==> src/rtl/ps2_keyboard.sv <==
// ps2_keyboard
//   Receives scan-code set 2 bytes from a PS/2 keyboard and presents the Hack
//   keycode of the currently held key (0 when none). The output drives the
//   Hack keyboard register directly.
//
// Ports
//   clk        in   system clock
//   reset      in   synchronous active-high reset
//   ps2_clk    in   raw PS/2 clock line (asynchronous)
//   ps2_data   in   raw PS/2 data line (asynchronous)
//   keycode    out  [15:0] Hack keycode of held key, 0 when none
//   scan_byte  out  [7:0] last correctly framed byte
//   scan_valid out  one-cycle strobe, scan_byte just updated
//   frame_err  out  one-cycle strobe on parity, stop or timeout error
module ps2_keyboard #(
  parameter int FILTER_LEN = 8,
  parameter int TIMEOUT    = 50000
) (
  input  logic        clk,
  input  logic        reset,
  input  logic        ps2_clk,
  input  logic        ps2_data,
  output logic [15:0] keycode,
  output logic [7:0]  scan_byte,
  output logic        scan_valid,
  output logic        frame_err
);

  localparam int FCW = $clog2(FILTER_LEN + 1);
  localparam int TCW = $clog2(TIMEOUT + 1);

  typedef enum logic [1:0] {IDLE, DATA, PARITY, STOP} state_t;

  logic [1:0]     r_clkSync, r_dataSync;
  logic           r_filtClk;
  logic [FCW-1:0] r_filtCnt;
  logic           w_clkS, w_dataS, w_filtFlip, w_fall;

  state_t         r_state, w_stateNext;
  logic [2:0]     r_bitCnt, w_bitCntNext;
  logic [7:0]     r_shift, w_shiftNext;
  logic           r_parity, w_parityNext;
  logic [TCW-1:0] r_idleCnt, w_idleCntNext;
  logic           w_validNext, w_errNext;

  logic           r_scanValid, r_frameErr;
  logic [7:0]     r_scanByte;
  logic           r_ext, r_brk;
  logic [15:0]    r_keycode, w_mapped;

  assign w_clkS  = r_clkSync[1];
  assign w_dataS = r_dataSync[1];

  // The filtered clock flips on the FILTER_LEN-th consecutive differing sample;
  // a 1->0 flip is the single-cycle fall event that samples data.
  assign w_filtFlip = (w_clkS != r_filtClk) && (r_filtCnt == FCW'(FILTER_LEN - 1));
  assign w_fall     = w_filtFlip && r_filtClk;

  // Two-flop synchronizers; idle PS/2 lines are high, so reset to 1.
  always_ff @(posedge clk) begin
    if (reset) begin
      r_clkSync  <= 2'b11;
      r_dataSync <= 2'b11;
    end else begin
      r_clkSync  <= {r_clkSync[0], ps2_clk};
      r_dataSync <= {r_dataSync[0], ps2_data};
    end
  end

  // Glitch filter: count consecutive samples disagreeing with the filtered
  // level, restart the count on any agreeing sample.
  always_ff @(posedge clk) begin
    if (reset) begin
      r_filtClk <= 1'b1;
      r_filtCnt <= '0;
    end else if (w_clkS == r_filtClk) begin
      r_filtCnt <= '0;
    end else if (w_filtFlip) begin
      r_filtClk <= w_clkS;
      r_filtCnt <= '0;
    end else begin
      r_filtCnt <= r_filtCnt + FCW'(1);
    end
  end

  // Frame deserializer next-state logic. A stalled frame is abandoned once the
  // idle counter reaches TIMEOUT; that check takes priority over a late fall.
  always_comb begin
    w_stateNext   = r_state;
    w_bitCntNext  = r_bitCnt;
    w_shiftNext   = r_shift;
    w_parityNext  = r_parity;
    w_validNext   = 1'b0;
    w_errNext     = 1'b0;
    w_idleCntNext = (r_state == IDLE || w_fall) ? '0 : r_idleCnt + TCW'(1);
    if (r_state != IDLE && r_idleCnt == TCW'(TIMEOUT)) begin
      w_stateNext   = IDLE;
      w_errNext     = 1'b1;
      w_shiftNext   = '0;
      w_idleCntNext = '0;
    end else if (w_fall) begin
      case (r_state)
        IDLE: begin
          if (!w_dataS) begin
            w_bitCntNext = '0;
            w_stateNext  = DATA;
          end
        end
        DATA: begin
          w_shiftNext  = {w_dataS, r_shift[7:1]};
          w_bitCntNext = r_bitCnt + 3'd1;
          if (r_bitCnt == 3'd7) w_stateNext = PARITY;
        end
        PARITY: begin
          w_parityNext = w_dataS;
          w_stateNext  = STOP;
        end
        STOP: begin
          if (w_dataS && (^{r_shift, r_parity})) w_validNext = 1'b1;
          else                                   w_errNext   = 1'b1;
          w_stateNext = IDLE;
        end
        default: w_stateNext = IDLE;
      endcase
    end
  end

  // Frame state and registered strobes.
  always_ff @(posedge clk) begin
    if (reset) begin
      r_state     <= IDLE;
      r_bitCnt    <= '0;
      r_shift     <= '0;
      r_parity    <= 1'b0;
      r_idleCnt   <= '0;
      r_scanValid <= 1'b0;
      r_frameErr  <= 1'b0;
      r_scanByte  <= '0;
    end else begin
      r_state     <= w_stateNext;
      r_bitCnt    <= w_bitCntNext;
      r_shift     <= w_shiftNext;
      r_parity    <= w_parityNext;
      r_idleCnt   <= w_idleCntNext;
      r_scanValid <= w_validNext;
      r_frameErr  <= w_errNext;
      if (w_validNext) r_scanByte <= r_shift;
    end
  end

  // Set-2 to Hack map. Zero means unmapped; E0-prefixed codes only map arrows.
  function automatic logic [15:0] mapCode(input logic [7:0] code, input logic ext);
    logic [15:0] v;
    v = 16'h0000;
    if (ext) begin
      case (code)
        8'h6B: v = 16'd130;
        8'h75: v = 16'd131;
        8'h74: v = 16'd132;
        8'h72: v = 16'd133;
        default: v = 16'h0000;
      endcase
    end else begin
      case (code)
        8'h1C: v = 16'h41; 8'h32: v = 16'h42; 8'h21: v = 16'h43; 8'h23: v = 16'h44;
        8'h24: v = 16'h45; 8'h2B: v = 16'h46; 8'h34: v = 16'h47; 8'h33: v = 16'h48;
        8'h43: v = 16'h49; 8'h3B: v = 16'h4A; 8'h42: v = 16'h4B; 8'h4B: v = 16'h4C;
        8'h3A: v = 16'h4D; 8'h31: v = 16'h4E; 8'h44: v = 16'h4F; 8'h4D: v = 16'h50;
        8'h15: v = 16'h51; 8'h2D: v = 16'h52; 8'h1B: v = 16'h53; 8'h2C: v = 16'h54;
        8'h3C: v = 16'h55; 8'h2A: v = 16'h56; 8'h1D: v = 16'h57; 8'h22: v = 16'h58;
        8'h35: v = 16'h59; 8'h1A: v = 16'h5A;
        8'h45: v = 16'h30; 8'h16: v = 16'h31; 8'h1E: v = 16'h32; 8'h26: v = 16'h33;
        8'h25: v = 16'h34; 8'h2E: v = 16'h35; 8'h36: v = 16'h36; 8'h3D: v = 16'h37;
        8'h3E: v = 16'h38; 8'h46: v = 16'h39;
        8'h29: v = 16'h20;
        8'h5A: v = 16'd128;
        8'h66: v = 16'd129;
        8'h76: v = 16'd140;
        default: v = 16'h0000;
      endcase
    end
    return v;
  endfunction

  assign w_mapped = mapCode(r_scanByte, r_ext);

  // Make/break decoder driven by accepted bytes; prefixes only set flags, and
  // a break clears the keycode only when it releases the key being shown.
  always_ff @(posedge clk) begin
    if (reset) begin
      r_ext     <= 1'b0;
      r_brk     <= 1'b0;
      r_keycode <= '0;
    end else if (r_scanValid) begin
      if (r_scanByte == 8'hE0) begin
        r_ext <= 1'b1;
      end else if (r_scanByte == 8'hF0) begin
        r_brk <= 1'b1;
      end else begin
        r_ext <= 1'b0;
        r_brk <= 1'b0;
        if (w_mapped != 16'h0000) begin
          if (!r_brk)                    r_keycode <= w_mapped;
          else if (w_mapped == r_keycode) r_keycode <= '0;
        end
      end
    end
  end

  assign keycode    = r_keycode;
  assign scan_byte  = r_scanByte;
  assign scan_valid = r_scanValid;
  assign frame_err  = r_frameErr;

endmodule

==> config.mk <==
export PLATFORM = sky130hd
export DESIGN_NAME = ps2_keyboard
export DESIGN_NICKNAME = d
export VERILOG_FILES = /design/src/rtl/ps2_keyboard.sv
export SDC_FILE = /design/constraint.sdc
export NUM_CORES = 1
export LEC_CHECK = 0
export ABC_AREA = 0
export ABC_CLOCK_PERIOD_IN_PS = 8900
export CORE_ASPECT_RATIO = 0.7
export CORE_MARGIN = 8
export CORE_UTILIZATION = 40
export DETAILED_ROUTE_END_ITERATION = 6
export GPL_TIMING_DRIVEN = 0
export PLACE_DENSITY = 0.55
export RECOVER_POWER = 100
export SLEW_MARGIN = 20
export SYNTH_ARGS = -nofsm -noshare
export SYNTH_HDL_FRONTEND = slang
export SYNTH_SLANG_ARGS = --single-unit
==> constraint.sdc <==
create_clock -name clk -period 8.9 [get_ports clk]
set_clock_uncertainty 0.15 [all_clocks]
set_input_delay 1.78 -clock clk [delete_from_list [all_inputs] [get_ports clk]]
set_output_delay 1.78 -clock clk [all_outputs]
set_load 0.01 [all_outputs]
==> out/qor.txt, run 1 <==
Overall overflow remaining after global route -> 0
Yosys top cell by area -> dfxtp_1
WHS Endpoint -> r_clkSync[1]
Global placement routability congestion -> 0.902
RSZ-0062 raised after global routing -> no
Leading cell types by total area after synthesis -> dfxtp_1 (33%), nor2_1 (5.8%), nand2_1 (5.0%), a21oi_1 (4.9%), ha_1 (4.6%)
Clock tree root buffer cell -> clkbuf_16
Type of the worst min-delay path -> register to register
Count of antenna-violating nets left after detailed routing -> 0
H-tree level count -> 3
Max-slew headroom at the worst pin -> 26.3%
Number of hold-repair buffers added at the cts stage -> 0
Core box area -> 9800 um^2
Library cell contributing the largest single delay on the critical path -> nor3b_1
Critical Path End Type -> register
Post-route setup TNS -> 0 ps
Post-layout utilization of the core -> 48.5%
Routed length per placed instance -> 16.3 um
Maximum clock frequency -> 204 MHz
Via count normalized by instance count -> 5.60
Crit. Startpoint -> r_filtCnt[0]
Final-report setup violation count -> 0
Maximum root-to-sink buffer count -> 2
Number of clock sinks -> 67
Antenna violations before repair -> 0
Dominant cell type by count on the critical path -> ha_1
Die extent in y -> 100 um
Depth of the worst hold-timing path -> 1
Cell-by-cell trace of the critical path -> ha_1, nand3b_1, nor3b_1, nand3_1, or3_1, clkbuf_1, mux2i_1, nor2_1, inv_1, ha_1, and2_1, a31oi_1, o22a_1, o32ai_1
Data arrival time of the critical path -> 4930 ps
Hold Crit Start -> r_clkSync[0]
Highest-count cells in the layout ignoring fill and taps -> dfxtp_1 (67), nor2_1 (63), nand2_1 (54)
Clock tree from TritonCTS -> done
Final critical path time including I/O delays and setup -> 4900 ps
TritonRoute pass-1 iters -> 5
Fraction of final layout cells with drive strength greater than 1 -> 8.20%
Launching element type of the critical path -> register
Synthesized area per cell -> 7.85 um^2
Clock input transition at the sequential cells of the worst setup and hold paths -> 60 ps
Sequential cell area fraction in the yosys report -> 33.0%
Detail Placement HPWL -> 8430 um
Synth async-reset ratio -> 0%
Worst reg2reg setup slack -> 4000 ps
Site row count -> 30
Most common library cell in the layout ignoring fill and taps -> dfxtp_1
Final Hold Violating Endpoints -> 0
Status -> finished, final reports clean
Dominant register cell in the synthesized netlist -> dfxtp_1
Flop and latch count out of synthesis -> 67
Maximum Capacitance Violations -> 0
Number of warnings printed during yosys synthesis -> 0
Cell depth of the worst flop-to-flop path -> 14
Pins over their slew limit -> 0
Pin count of the biggest net entering global routing -> 13
Clock Latency Late Sink -> 320 ps
Critical path class -> register to register
Largest stage delay on the critical path -> 620 ps
Setup repair bufs after CTS -> 0
Aggregate routed wire length -> 11200 um
GR Util All Layers -> 16.8%
Maximum fanout encountered on the critical timing path -> 9
IO buf count -> 20
Total non-filler cell area in the finished layout -> 4760 um^2
Wire length of the first global-routing pass -> 18500 um
Reg2Reg Launch Point -> r_filtCnt[0]
Die Width -> 136 um
Portion of synthesized cell area occupied by the leading cell type -> 33.0%
DR vias -> 3861
Via count of the first global-routing pass -> 3597
Data required time at the worst endpoint -> 8920 ps
Unique cell type count in the Yosys netlist -> 64
Gate count of the mapped netlist -> 518
Portion of the clock cycle consumed by the worst path in the final layout -> 55.1%
Remaining DRCs -> 0
Syn Std Cell Area -> 4070 um^2
Number of violations reported at the end of detailed-routing iteration 0 -> 323
Cell Area, Placed -> 4450 um^2
Antenna diodes -> 0
Power per cell area -> 149 nW/um^2
Gates resized, CTS repair -> 0
NumNets Final -> 575
Total die area -> 13700 um^2
EDFF count, synth -> 0
Inserted Clock Buffers -> 9
Worst IR drop on VDD -> 0.000107 V
Ports placed on the boundary -> 30
Leakage power of the design -> 0.00182 uW
Starting Density -> 41.5%
Signed area change from the synthesized netlist to the final layout -> 17.0%
Worst-Margin Slew -> 1100 ps
[cell usage after synthesis (4+ instances only)]
master and number:
ha_1 15, a211oi_1 4, inv_1 21, and2_1 4, nand3b_1 4, nor3_1 11, o31ai_1 4, xnor2_1 10
or2_2 5, nor2b_1 4, a21oi_1 40, buf_4 9, dfxtp_1 67, buf_2 9, clkbuf_1 19, nor4bb_1 6
and3_1 7, nor2_1 63, a22oi_1 6, a31oi_1 11, o21ai_0 16, nand2b_1 15, nand2_1 54, nand3_1 21
mux2i_1 9, a32oi_1 5, o41ai_1 4, nor4_1 4, xor2_1 17
[routing by layer]
metal / share of wire [%] / wire (um) / GRT usage (%) / vias to the layer above
li1: - / - / - / 1893
met3: 7.1 / 795 / 4.34 / 7
met4: 0.89 / 100 / 4.29 / 0
met2: 38 / 4250 / 22.2 / 130
met1: 54 / 6080 / 25.5 / 1831
met5: 0 / 0 / 0 / -
[report_power, final]
group	total, uW	leakage, uW	internal, uW	switching [uW]
clock network	396	0.000166	262	135
registers	302	0.000540	301	0.795
logic	12.3	0.00111	4.79	7.52
total	710	0.00182	567	143
[through the flow]
| step | hold WS (ps) | setup slack, ps | instances | total power [uW] |
|---|---|---|---|---|
| finish | 258 | 4000 | 689 | 710 |
| floorplan | 239 | 5100 | 525 | 317 |
| detailed placement | 248 | 4220 | 673 | 320 |
| global route | 282 | 3630 | 689 | 732 |
| CTS | 261 | 4520 | 689 | 719 |
| global placement | 241 | 4130 | 673 | 320 |
[area by class of cell]
| cell class | instances | area, um^2 |
|---|---|---|
| inverters | 23 | 86.3 |
| multi-input cells | 395 | 2420 |
| plain buffers | 40 | 209 |
| fillers | 950 | 5040 |
| repair buffers | 20 | 200 |
| flip-flops and latches | 67 | 1340 |
| clock inverters | 5 | 82.6 |
| well taps | 128 | 160 |
| clock buffers | 11 | 253 |
[worst max-delay path by stage]
stage,end
final,register
after global routing,register
after CTS,register
after detailed placement,register
after global placement,register
after floorplan,register
[critical path, delay by kind of cell, from the launching register on]
kind | cells | cell delay (ps)
flops | 1 | 360
buf+inv | 2 | 480
fa+ha+maj | 2 | 680
mux | 1 | 260
compound gates | 3 | 770
simple gates | 6 | 2040
[cell families (layout without fill, tap and decap cells)]
group / count (synthesis) / count (layout) / synth area share (%)
xor gates and xnor gates: 29 / 29 / 6.77
muxes: 10 / 10 / 2.77
AOI/OAI and AO/OA: 120 / 120 / 19.6
and+or+nand+nor: 213 / 213 / 25.7
DFF: 67 / 67 / 33.0
other: 1 / 8 / 0.0922
buffers and inverters: 63 / 99 / 7.48
adders and majority gates: 15 / 15 / 4.62
(Power assumes the default switching activity.)
==> run 2, diff against run 1 <==
- ABC_CLOCK_PERIOD_IN_PS: 8900 -> 4300
- PLACE_DENSITY: 0.55 -> 0.57
- clock period: 8.9 -> 4.3 ns (I/O delays scaled with it)
==> run 2 against run 1 <==
  * Sequential power is 110% higher
  * Core utilization is 0.45 points higher
  * First-iteration DRC count increased by 24%
  * Die area unchanged
  * Routed wire length about the same
  * Non-clock buffer count rose by 1
  * Global-route usage hardly changed
  * Total power grew 96%
  * Hold slack about the same
  * Cell area rose by 0.92%
  * Maximum frequency increased by 23%
  * Critical path depth is the same
==> out/qor.txt, run 2 (synthesized netlist as in run 1, its figures left out) <==
Number of standard cells in the final layout excluding fillers -> 690
Clock input transition at the sequential cells of the worst setup and hold paths -> 60 ps
Met2 routing resource usage after global routing -> 22.5%
WHS Endpoint -> r_clkSync[1]
Core box area -> 9800 um^2
GR Util All Layers -> 16.8%
Leakage power of the design -> 0.00180 uW
Launching element type of the critical path -> register
Count of antenna-violating nets left after detailed routing -> 0
Fillers -> 941
Final-report setup violation count -> 0
Antenna diodes -> 0
Largest stage delay on the critical path -> 420 ps
Aggregate routed wire length -> 11200 um
TritonRoute pass-1 iters -> 5
Depth of the worst hold-timing path -> 1
Remaining DRCs -> 0
H-tree level count -> 3
Die extent in y -> 100 um
Routed length per placed instance -> 16.3 um
Maximum clock frequency -> 250 MHz
Total die area -> 13700 um^2
Ports placed on the boundary -> 30
Highest-count cells in the layout ignoring fill and taps -> dfxtp_1 (67), nor2_1 (62), nand2_1 (54)
Fraction of final layout cells with drive strength greater than 1 -> 10.5%
Most Used Layer, Global Route -> met1
Site row count -> 30
Clock tree from TritonCTS -> done
Hold Crit Start -> r_clkSync[0]
Portion of the clock cycle consumed by the worst path in the final layout -> 92.9%
Overall overflow remaining after global route -> 0
Number of violations reported at the end of detailed-routing iteration 0 -> 401
Power per cell area -> 290 nW/um^2
Cell depth of the worst flop-to-flop path -> 14
Max-slew headroom at the worst pin -> 52.3%
Clock tree root buffer cell -> clkbuf_16
Data required time at the worst endpoint -> 4380 ps
Type of the worst min-delay path -> register to register
Reg2Reg Launch Point -> r_filtCnt[0]
Detail Placement HPWL -> 8310 um
Dominant cell type by count on the critical path -> ha_1
Via count of the first global-routing pass -> 3485
Worst-Margin Slew -> 716 ps
Total power -> 1390 uW
Maximum Capacitance Violations -> 0
Inserted Clock Buffers -> 9
Final critical path time including I/O delays and setup -> 4000 ps
IO buf count -> 20
Clock Latency Late Sink -> 330 ps
Cell-by-cell trace of the critical path -> ha_1, nand3b_1, nor3b_4, nand3_2, or3_1, buf_6, mux2i_2, nor2_2, inv_1, ha_1, and2_1, a31oi_1, o22a_1, o32ai_2
Final Hold Violating Endpoints -> 0
Antenna violations before repair -> 0
Most common library cell in the layout ignoring fill and taps -> dfxtp_1
NumNets Final -> 576
Worst IR drop on VDD -> 0.000189 V
Inst Count DP -> 673
Met3 Resource Use GR -> 4.59%
Wire length of the first global-routing pass -> 18300 um
Critical Path End Type -> register
Library cell contributing the largest single delay on the critical path -> ha_1
Worst reg2reg setup slack -> 300 ps
Status -> finished, final reports clean
Pin count of the biggest net entering global routing -> 14
Signed area change from the synthesized netlist to the final layout -> 18.1%
Maximum root-to-sink buffer count -> 2
Number of clock sinks -> 67
DR vias -> 3827
GR met1 Demand/Resource -> 24.9%
Critical path class -> register to register
Die Width -> 136 um
Number of hold-repair buffers added at the cts stage -> 0
Global placement routability congestion -> 0.955
Maximum fanout encountered on the critical timing path -> 9
Pins over their slew limit -> 0
Starting Density -> 41.5%
Via count normalized by instance count -> 5.55
Data arrival time of the critical path -> 4070 ps
-- run 2: report_power, final --
part	internal [uW]	switching, uW	leakage [uW]
clock	452	291	0.000140
sequential	623	1.49	0.000540
combinational	9.91	15.9	0.00112
-- run 2: per-stage QoR --
step           util (%)  hold slack, ps  TNS [ps]  setup WS [ps]  instance area [um^2]
6_report           49.0             257         0            305                  4800
5_1_grt            49.0             272     -21.4          -14.9                  4800
4_1_cts            48.6             260         0            116                  4760
3_5_place_dp       45.4             244     -47.8          -47.8                  4450
3_3_place_gp       45.4             242      -171           -141                  4450
2_1_floorplan         -             239         0            902                  4090
-- run 2: layout make-up --
cell class | instances | area, um^2 | area share [%]
Buffer | 40 | 219 | 4.56
Clock buffer | 9 | 225 | 4.69
Clock inverter | 7 | 77.6 | 1.62
Inverter | 23 | 86.3 | 1.80
Multi-Input combinational cell | 395 | 2480 | 51.7
Sequential cell | 67 | 1340 | 27.9
Tap cell | 128 | 160 | 3.34
Timing Repair Buffer | 21 | 208 | 4.33
-- run 2: metal layers --
layer | vias to the layer above | share of wire, % | wire length, um
li1 | 1889 | - | -
met1 | 1775 | 52 | 5830
met2 | 148 | 39 | 4360
met3 | 15 | 7.8 | 879
met4 | 0 | 1.3 | 146
met5 | - | 0 | 0
-- run 2: how the worst max path moves through the flow --
stage / slack, ps / endpoint / from / cells after the start
floorplan: 900 / register / r_shift[3] / 16
global placement: -140 / register / r_state[0] / 16
detailed placement: -50 / register / r_filtCnt[0] / 15
CTS: 120 / register / r_filtCnt[0] / 14
global route: -10 / register / r_state[0] / 16
finish: 300 / register / r_filtCnt[0] / 14
-- run 2: repair_timing --
item	in CTS	in global routing
gates resized for setup	2	6
setup buffers	0	1
endpoints found under the hold margin	0	0
setup endpoints to repair	2	6
pin swaps	0	1
-- run 2: critical path, delay by kind of cell, from the launching register on --
| kind | cells | cell delay [ps] |
|---|---|---|
| simple gates | 6 | 1610 |
| flops | 1 | 350 |
| mux | 1 | 190 |
| compound gates | 3 | 660 |
| buf+inv | 2 | 300 |
| fa+ha+maj | 2 | 620 |
